[src/rtl/mem_dump_pkg.sv]
// Shared types and constants for the data-memory dump reader.
package mem_dump_pkg;

  localparam int ADDR_W_DEF = 10;
  localparam int DATA_W_DEF = 32;
  localparam int CNT_W_DEF  = 11;

  // Tag address of the checksum beat; sliced to the instance's ADDR_W.
  localparam logic [31:0] CK_ADDR_ONES = 32'hFFFF_FFFF;

  typedef enum logic [2:0] {
    ST_IDLE  = 3'd0,
    ST_HALT  = 3'd1,
    ST_READ  = 3'd2,
    ST_DRAIN = 3'd3,
    ST_FIN   = 3'd4
  } state_e;

endpackage

[src/rtl/dump_fifo2.sv]
// Two-entry shift FIFO; the head entry and its valid bit are flops, so they can drive outputs directly.
module dump_fifo2 #(
  parameter int W = 43
) (
  input  logic         clock,
  input  logic         reset,
  input  logic         push,
  input  logic [W-1:0] push_data,
  input  logic         pop,
  output logic [W-1:0] head_data,
  output logic         head_valid,
  output logic         full
);

  logic [W-1:0] e0_r, e1_r;
  logic         v0_r, v1_r;

  // Entry storage: push fills the first free slot, pop shifts entry 1 into the head.
  always_ff @(posedge clock) begin
    if (!reset) begin
      e0_r <= {W{1'b0}};
      e1_r <= {W{1'b0}};
      v0_r <= 1'b0;
      v1_r <= 1'b0;
    end else begin
      case ({push, pop && v0_r})
        2'b10: begin
          if (!v0_r) begin
            e0_r <= push_data;
            v0_r <= 1'b1;
          end else begin
            e1_r <= push_data;
            v1_r <= 1'b1;
          end
        end
        2'b01: begin
          e0_r <= e1_r;
          v0_r <= v1_r;
          v1_r <= 1'b0;
        end
        2'b11: begin
          if (v1_r) begin
            e0_r <= e1_r;
            e1_r <= push_data;
          end else begin
            e0_r <= push_data;
          end
        end
        default: begin
          e0_r <= e0_r;
        end
      endcase
    end
  end

  assign head_data  = e0_r;
  assign head_valid = v0_r;
  assign full       = v1_r;

endmodule

[src/rtl/mem_dump_reader.sv]
// Halts the core, reads a word range from data memory and streams it out over valid/ready.
// Optional DUMP_CHECKSUM_EN appends a modulo-2^DATA_W sum beat tagged with an all-ones address.
module mem_dump_reader
  import mem_dump_pkg::*;
#(
  parameter int ADDR_W = ADDR_W_DEF,
  parameter int DATA_W = DATA_W_DEF,
  parameter int CNT_W  = CNT_W_DEF
) (
  input  logic              clock,
  input  logic              reset,
  input  logic              start,
  input  logic [ADDR_W-1:0] base_addr,
  input  logic [CNT_W-1:0]  word_count,
  output logic              busy,
  output logic              done,
  output logic              halt_req,
  input  logic              halt_ack,
  output logic              mem_re,
  output logic [ADDR_W-1:0] mem_addr,
  input  logic [DATA_W-1:0] mem_rdata,
  output logic              out_valid,
  input  logic              out_ready,
  output logic [DATA_W-1:0] out_data,
  output logic [ADDR_W-1:0] out_addr,
  output logic              out_last
);

  localparam int ENT_W = ADDR_W + 1 + DATA_W;
`ifdef DUMP_CHECKSUM_EN
  localparam state_e ZERO_NEXT = ST_DRAIN;
`else
  localparam state_e ZERO_NEXT = ST_FIN;
`endif

  state_e            state_r, state_next_s;
  logic              busy_r, done_r, halt_req_r, halt_next_s;
  logic [ADDR_W-1:0] addr_r, addr_pend_r;
  logic [CNT_W-1:0]  count_r, issued_r;
  logic              rd_pend_r, last_pend_r;
  logic              issue_s, pop_s, push_s, ck_push_s, drain_done_s;
  logic [ENT_W-1:0]  push_data_s, head_s;
  logic              fifo_valid_s, fifo_full_s;
  logic [1:0]        occ_s;
`ifdef DUMP_CHECKSUM_EN
  logic              ck_sent_r;
  logic [DATA_W-1:0] sum_r;
`endif

  assign pop_s = fifo_valid_s && out_ready;
  assign occ_s = {1'b0, fifo_valid_s} + {1'b0, fifo_full_s} + {1'b0, rd_pend_r};

  // Issue looks at this cycle's pop so a word can be read every cycle with only two slots of buffering.
  assign issue_s  = (state_r == ST_READ) && halt_ack && (issued_r != count_r) &&
                    ((occ_s - {1'b0, pop_s}) < 2'd2);
  assign mem_re   = issue_s;
  assign mem_addr = addr_r;

`ifdef DUMP_CHECKSUM_EN
  assign ck_push_s    = (state_r == ST_DRAIN) && !ck_sent_r && !rd_pend_r && (!fifo_full_s || pop_s);
  assign drain_done_s = ck_sent_r && !rd_pend_r && !fifo_valid_s;
  assign push_data_s  = rd_pend_r ? {addr_pend_r, last_pend_r, mem_rdata}
                                  : {CK_ADDR_ONES[ADDR_W-1:0], 1'b1, sum_r};
`else
  assign ck_push_s    = 1'b0;
  assign drain_done_s = !rd_pend_r && !fifo_valid_s;
  assign push_data_s  = {addr_pend_r, last_pend_r, mem_rdata};
`endif
  assign push_s = rd_pend_r || ck_push_s;

  // Next-state logic.
  always_comb begin
    state_next_s = state_r;
    case (state_r)
      ST_IDLE: begin
        if (start) begin
          if (word_count != {CNT_W{1'b0}}) state_next_s = ST_HALT;
          else                             state_next_s = ZERO_NEXT;
        end else begin
          state_next_s = ST_IDLE;
        end
      end
      ST_HALT: begin
        if (halt_ack) state_next_s = ST_READ;
        else          state_next_s = ST_HALT;
      end
      ST_READ: begin
        if (issued_r == count_r) state_next_s = ST_DRAIN;
        else                     state_next_s = ST_READ;
      end
      ST_DRAIN: begin
        if (drain_done_s) state_next_s = ST_FIN;
        else              state_next_s = ST_DRAIN;
      end
      ST_FIN:  state_next_s = ST_IDLE;
      default: state_next_s = ST_IDLE;
    endcase
    // A zero-length checksum dump drains without ever halting the core.
    halt_next_s = (state_next_s == ST_HALT) || (state_next_s == ST_READ) ||
                  ((state_next_s == ST_DRAIN) && halt_req_r);
  end

  // State register and registered status outputs.
  always_ff @(posedge clock) begin
    if (!reset) begin
      state_r    <= ST_IDLE;
      busy_r     <= 1'b0;
      done_r     <= 1'b0;
      halt_req_r <= 1'b0;
    end else begin
      state_r    <= state_next_s;
      busy_r     <= (state_next_s == ST_HALT) || (state_next_s == ST_READ) || (state_next_s == ST_DRAIN);
      done_r     <= (state_next_s == ST_FIN);
      halt_req_r <= halt_next_s;
    end
  end

  // Read address/count tracking and the one-cycle read-return pipeline.
  always_ff @(posedge clock) begin
    if (!reset) begin
      addr_r      <= {ADDR_W{1'b0}};
      addr_pend_r <= {ADDR_W{1'b0}};
      count_r     <= {CNT_W{1'b0}};
      issued_r    <= {CNT_W{1'b0}};
      rd_pend_r   <= 1'b0;
      last_pend_r <= 1'b0;
`ifdef DUMP_CHECKSUM_EN
      sum_r       <= {DATA_W{1'b0}};
      ck_sent_r   <= 1'b0;
`endif
    end else begin
      rd_pend_r   <= issue_s;
      addr_pend_r <= addr_r;
`ifdef DUMP_CHECKSUM_EN
      last_pend_r <= 1'b0;
`else
      last_pend_r <= issue_s && (issued_r == count_r - CNT_W'(1));
`endif
      if ((state_r == ST_IDLE) && start) begin
        addr_r   <= base_addr;
        count_r  <= word_count;
        issued_r <= {CNT_W{1'b0}};
      end else if (issue_s) begin
        addr_r   <= addr_r + ADDR_W'(1);
        issued_r <= issued_r + CNT_W'(1);
      end
`ifdef DUMP_CHECKSUM_EN
      if ((state_r == ST_IDLE) && start) begin
        sum_r     <= {DATA_W{1'b0}};
        ck_sent_r <= 1'b0;
      end else begin
        if (rd_pend_r) sum_r <= sum_r + mem_rdata;
        if (ck_push_s) ck_sent_r <= 1'b1;
      end
`endif
    end
  end

  dump_fifo2 #(.W(ENT_W)) u_fifo (
    .clock      (clock),
    .reset      (reset),
    .push       (push_s),
    .push_data  (push_data_s),
    .pop        (pop_s),
    .head_data  (head_s),
    .head_valid (fifo_valid_s),
    .full       (fifo_full_s)
  );

  assign {out_addr, out_last, out_data} = head_s;
  assign out_valid = fifo_valid_s;
  assign busy      = busy_r;
  assign done      = done_r;
  assign halt_req  = halt_req_r;

endmodule

[config.mk]
export PLATFORM = sky130hd
export DESIGN_NAME = mem_dump_reader
export DESIGN_NICKNAME = d
export VERILOG_FILES = /design/src/rtl/mem_dump_pkg.sv /design/src/rtl/dump_fifo2.sv /design/src/rtl/mem_dump_reader.sv
export SDC_FILE = /design/constraint.sdc
export NUM_CORES = 1
export LEC_CHECK = 0
export CORE_ASPECT_RATIO = 1.4
export CORE_UTILIZATION = 50
export CTS_CLUSTER_SIZE = 40
export DETAILED_ROUTE_END_ITERATION = 10
export PLACE_DENSITY = 0.73
export SLEW_MARGIN = 15
export SYNTH_ARGS = -nofsm -noshare
export SYNTH_HDL_FRONTEND = slang
export SYNTH_SLANG_ARGS = --single-unit
export TNS_END_PERCENT = 30
[constraint.sdc]
create_clock -name clock -period 5.2 [get_ports clock]
set_input_delay 0.52 -clock clock [delete_from_list [all_inputs] [get_ports clock]]
set_output_delay 0.52 -clock clock [all_outputs]
set_load 0.03 [all_outputs]
==> impl_metrics.toml, run 1 <==
[synthesis]
synth.top_cell.area_share_pct = 46.0
synth_mux_area_share_pct = 0.708
synthesis.area_sq_um = 6010
synth_compound_area_share_pct = 23.2
seq_area_frac_synth_pct = 46.0
yosys.area_share.xor_xnor_pct = 2.33
synth-simple-area-share_pct = 21.7
avgSynthCellArea_sq_um = 8.32
synth_seq_cells = 138
synth_top_area_cell = "dfxtp_1"
synth_nets = 788
yosys_warnings = 0
synth_edf_count = 0
ys.flop_type = "dfxtp_1"
yosys.area_share.adder_pct = 1.67
synth_top_family_by_area = "compound AO/OA/AOI/OAI gates"
yosys-top-cells-area = "dfxtp_1 46%, nand2_1 7.8%, a21oi_1 5.8%"
synth_cells = 722
synthArstFlopShare_pct = 0
yosysUniqueCellTypes = 50

[sta]
hold_viol_final = 0
setup_violations = 0
tightest_slew_ns = 1.06
slew_headroom_pct = 29.0
max_freq_mhz = 254
slew_viol_final = 0
finalCriticalPeriod_ns = 3.94
final.period_utilization_pct = 75.7
rsz0062_at_grt = "false"
setup_tns_ns = 0
timing.hold.ws_ns = 0.453
skew_ns = 0.0107

[power]
power_frac_comb_pct = 13.3
power_density_nw_per_um2 = 365
peakVddDrop_uv = 227
p_leak_nw = 2.67
internal-power_w = 0.00217
swShare_pct = 24.4
seqPwrFrac_pct = 39.6
clock_power_share_pct = 47.1
switchingPower_w = 0.000702

[finish]
final_common_cell = "dfxtp_1"
nets = 876
layout-drive-gt1-share_pct = 6.44
layout_common_cells = "138 x dfxtp_1, 124 x nand2_1, 115 x clkdlybuf4s50_1"
final_cells = 970
utilization_pct = 67.0
fin_area_sq_um = 7880
area_growth_pct = 31.1
diodes = 0

[setup_path]
crit_slowest_cell = "clkdlybuf4s50_1"
required_ns = 4.68
r2r_cells = 10
cp-start-kind = "input port"
r2r_slack_ns = 2.52
crit_end = "mem_re"
crit_fanout = 27
r2r_start = "u_fifo.head_valid$_SDFFE_PN0P_"
crit_path_max_incr_delay_ns = 0.73
critPathArrivalTime_ns = 3.42
critical_path_class = "in -> out"
rr_endpoint = "last_pend_r$_SDFF_PN0_"
path_cells = "clkdlybuf4s50_1 > and2_1 > ha_1 > inv_1 > ha_1 > a21oi_1 > xor2_1 > nand2_1 > buf_4 > nor2_1 > clkdlybuf4s50_1"
startpoint = "out_ready"
worstSetupEndpointType = "primary output"

[floorplan]
rows = 47
core_sq_um = 11800
die_w_um = 94.6
die_y_um = 132
dieArea_sq_um = 12500
start_util_pct = 51.1
num_io_pins = 116

[placement]
portBuffers = 115
dp.cells = 938
dp_hpwl_um = 10100
gp_congestion = 0.881
place_area_sq_um = 7210

[clocking]
cts_setup_buffers = 0
cts_hold_buffers = 0
htreeDepth = 4
cts_tree = "yes"
cts.sinks = 138
cts.clk_slew.worst_paths_ns = 0.06
cts_buffer_depth = 2
clockRootBuffer = "clkbuf_16"
clock_latency_ns = 0.41
cts_buffers = 17
cts.repair.resized = 0

[global_routing]
antenna_found_initial = 0
grt_max_degree = 84
grt_usage_pct = 24.5
grt.overflow.total = 0
grt_pass1_wl_um = 24200
grt_pass1_vias = 5165

[run]
maxCapViolCount = 0

[routing]
viasPerCell = 5.78
drtIter0Drc = 241
wirelength_um = 15200
routedWlPerCell_um = 15.7
dr_total_vias = 5608
ant_nets = 0
drc = 0
drtPass1Iterations = 5

[hold_path]
min_path_type = "reg -> reg"

[run_status]
status = "finished, final reports clean"
==> area by class of cell <==
cell class / count / area, sq um
clock buffers: 21 / 450
clock inverters: 11 / 218
fillers: 978 / 3880
inverters: 12 / 46.3
multi-input cells: 518 / 3000
flip-flops and latches: 138 / 2760
well taps: 147 / 184
repair buffers: 123 / 1210
==> synth_stat cells (all sizes together), types with 3 or more instances <==
cell      n
inv      12
nor4      4
nor4b     5
a211oi   46
and3      6
xor2      7
clkbuf   48
or3       7
o21ai    18
a31o      3
nand4     7
and2     17
ha        8
nand3    12
a22oi    43
buf       6
xnor2     9
nor2     59
o31ai    11
nor3     12
or4      12
nand2   125
dfxtp   138
a21oi    70
a311oi    3
a31oi     6
and4      3
==> layer usage <==
| layer | track usage (%) | share of wire [%] | vias up | wire, um |
|---|---|---|---|---|
| met5 | 0 | 0 | - | 0 |
| met4 | 10.7 | 2.6 | 0 | 395 |
| met3 | 6.42 | 5.1 | 38 | 777 |
| met2 | 43.0 | 52 | 193 | 7940 |
| met1 | 27.3 | 40 | 2611 | 6080 |
| li1 | - | - | 2766 | - |
==> state kept, by name (all words and copies together) (netlist names) <==
signal / count
count_r: 11
last_pend_r: 1
mem_addr: 10
done: 1
halt_req: 1
u_fifo.head_valid: 1
u_fifo.head_data: 43
busy: 1
push_s: 1
u_fifo.e1_r: 43
issued_r: 11
u_fifo.full: 1
state_r: 3
addr_pend_r: 10
==> logic make-up (layout without fill, tap and decap cells) <==
logic type	count (synthesis)	count (layout)
AOI/OAI and AO/OA	211	211
xor gates and xnor gates	16	16
adders and majority gates	8	8
buffers and inverters	66	167
DFF	138	138
muxes	4	4
and+or+nand+nor	279	279
==> power by group through the flow <==
stage          clock (W)  sequential [W]  combinational (W)
3_3_place_gp           0         0.00116           0.000371
6_report         0.00135         0.00114           0.000383
5_1_grt          0.00143         0.00114           0.000411
3_5_place_dp           0         0.00116           0.000379
4_1_cts          0.00138         0.00114           0.000382
2_1_floorplan          0         0.00120           0.000195
==> worst max-delay path: cells and delay by family <==
kind	cells	cell delay (ns)
adders and majority gates	2	0.52
xor gates and xnor gates	1	0.28
buffers and inverters	4	1.41
and+or+nand+nor	3	0.51
AOI/OAI and AO/OA	1	0.17
==> how the worst min path moves through the flow <==
stage	start	end	cells after the start
after floorplan	last_pend_r$_SDFF_PN0_	u_fifo.e1_r[32]$_SDFFE_PN0P_	2
after global placement	addr_pend_r[8]$_SDFF_PN0_	u_fifo.e1_r[41]$_SDFFE_PN0P_	2
after detailed placement	u_fifo.e1_r[7]$_SDFFE_PN0P_	u_fifo.e1_r[7]$_SDFFE_PN0P_	2
after CTS	u_fifo.e1_r[7]$_SDFFE_PN0P_	u_fifo.e1_r[7]$_SDFFE_PN0P_	2
after global routing	u_fifo.e1_r[38]$_SDFFE_PN0P_	u_fifo.e1_r[38]$_SDFFE_PN0P_	2
final	u_fifo.e1_r[32]$_SDFFE_PN0P_	u_fifo.e1_r[32]$_SDFFE_PN0P_	2
==> stage by stage <==
step / total power, W / setup slack [ns]
after floorplan: 0.00139 / 2.19
after global placement: 0.00153 / 1.35
after detailed placement: 0.00154 / 1.30
after CTS: 0.00290 / 1.27
after global routing: 0.00299 / 1.15
final: 0.00288 / 1.26
Power figures use the tool's default switching activity.
==> run 2: changes to the inputs <==
clock period = 3.8 ns   (was 5.2 ns; I/O delays follow)
==> impl_metrics.toml, run 2 (synthesis gave the netlist of run 1 again) <==
[run_status]
status = "finished, final reports clean"

[run]
maxCapViolCount = 0

[sta]
setup_tns_ns = 0
tightest_slew_ns = 0.966
fin_ws_ns = 0.588
final.period_utilization_pct = 84.5
finalCriticalPeriod_ns = 3.21
rsz0062_at_grt = "false"
hold_viol_final = 0
setup_violations = 0
max_freq_mhz = 311
slew_viol_final = 0
slew_headroom_pct = 35.6
skew_ns = 0.0108

[floorplan]
start_util_pct = 51.1
core_sq_um = 11800
num_io_pins = 116
rows = 47
die_w_um = 94.6
die_y_um = 132
dieArea_sq_um = 12500

[finish]
utilization_pct = 66.5
layout_common_cells = "138 x dfxtp_1, 124 x nand2_1, 114 x clkdlybuf4s50_1"
area_growth_pct = 30.2
final_cells = 972
diodes = 0
layout-drive-gt1-share_pct = 7.03
nets = 878
final_common_cell = "dfxtp_1"

[global_routing]
grt_pass1_vias = 5307
grt_max_degree = 81
grt_usage_pct = 25.0
grt.overflow.total = 0
grt_pass1_wl_um = 24900
antenna_found_initial = 0

[setup_path]
path_cells = "clkdlybuf4s50_1 > and2_1 > ha_1 > inv_1 > ha_1 > a21oi_1 > xor2_1 > nand2_1 > buf_4 > nor2_1 > buf_4"
required_ns = 3.42
worstSetupEndpointType = "primary output"
critPathArrivalTime_ns = 2.83
crit_path_max_incr_delay_ns = 0.42
critical_path.top_delay_family = "buffers and inverters"
rr_endpoint = "last_pend_r$_SDFF_PN0_"
r2r_slack_ns = 1.05
critical_path_class = "in -> out"
r2r_start = "u_fifo.head_valid$_SDFFE_PN0P_"
worst-path-buf-inv = 4
cp-start-kind = "input port"
r2r_cells = 10
crit_fanout = 26
crit_slowest_cell = "clkdlybuf4s50_1"

[routing]
drc = 0
viasPerCell = 5.78
wirelength_um = 15100
routedWlPerCell_um = 15.5
drtIter0Drc = 273
ant_nets = 0
dr_total_vias = 5615
drtPass1Iterations = 5

[clocking]
clock_latency_ns = 0.41
clockRootBuffer = "clkbuf_16"
cts_buffers = 17
cts_hold_buffers = 0
cts_tree = "yes"
cts.repair.resized = 0
htreeDepth = 4
cts.sinks = 138
cts_setup_buffers = 0
cts_buffer_depth = 2
cts.clk_slew.worst_paths_ns = 0.05

[hold_path]
min_path_cells = 2
min_path_type = "reg -> reg"
holdPathEnd = "u_fifo.e1_r[36]$_SDFFE_PN0P_"
hold_start = "u_fifo.e1_r[36]$_SDFFE_PN0P_"

[power]
power_density_nw_per_um2 = 473
peakVddDrop_uv = 271
p_leak_nw = 2.67

[placement]
gp_congestion = 0.839
portBuffers = 115
dp_hpwl_um = 10300
dp.cells = 940
pre_cts_slack_ns = 0.590
## run 2: worst max-delay path by stage
stage	start	to	slack (ns)	depth (start not counted)
global placement	out_ready	last_pend_r$_SDFF_PN0_	0.70	11
finish	out_ready	mem_re	0.59	11
CTS	out_ready	mem_re	0.59	11
floorplan	u_fifo.head_valid$_SDFFE_PN0P_	mem_re	0.93	9
global route	out_ready	mem_re	0.45	11
detailed placement	out_ready	last_pend_r$_SDFF_PN0_	0.59	11
## run 2: per-stage QoR
| stage | power [W] | hold slack [ns] | instance area (sq um) |
|---|---|---|---|
| global placement | 0.00210 | 0.437 | 7230 |
| finish | 0.00370 | 0.452 | 7820 |
| floorplan | 0.00191 | 0.432 | 6010 |
| CTS | 0.00372 | 0.453 | 7820 |
| global route | 0.00384 | 0.469 | 7820 |
| detailed placement | 0.00211 | 0.446 | 7230 |
## run 2: worst register-to-register path, stage by stage, from the launching register on
cell and delay (ns):
dfxtp_1 0.35, and2_1 0.17, ha_1 0.26, inv_1 0.04
ha_1 0.26, a21oi_1 0.19, xor2_1 0.30, nand2_1 0.12
buf_4 0.23, or4_1 0.50, a2111oi_2 0.22
## run 2: metal layers
| metal | track usage (%) | wire, um | up-vias |
|---|---|---|---|
| li1 | - | - | 2778 |
| met1 | 28.8 | 5940 | 2657 |
| met2 | 43.6 | 8010 | 152 |
| met3 | 5.27 | 716 | 28 |
| met4 | 10.7 | 408 | 0 |
| met5 | 0 | 0 | - |
## run 2: report_power, final
group          switching (W)  internal (W)
Clock               0.000604       0.00102
Sequential         0.0000549       0.00150
Combinational       0.000299      0.000223
Total               0.000957       0.00274
## run 2: cell type report
class                      count  area (sq um)
clock buffer                  21           470
tap                          147           184
clock inverter                11           120
fill                         982          3940
multi-input combinational    518          3000
sequential                   138          2760
inverter                      12          46.3
timing repair buffer         125          1240
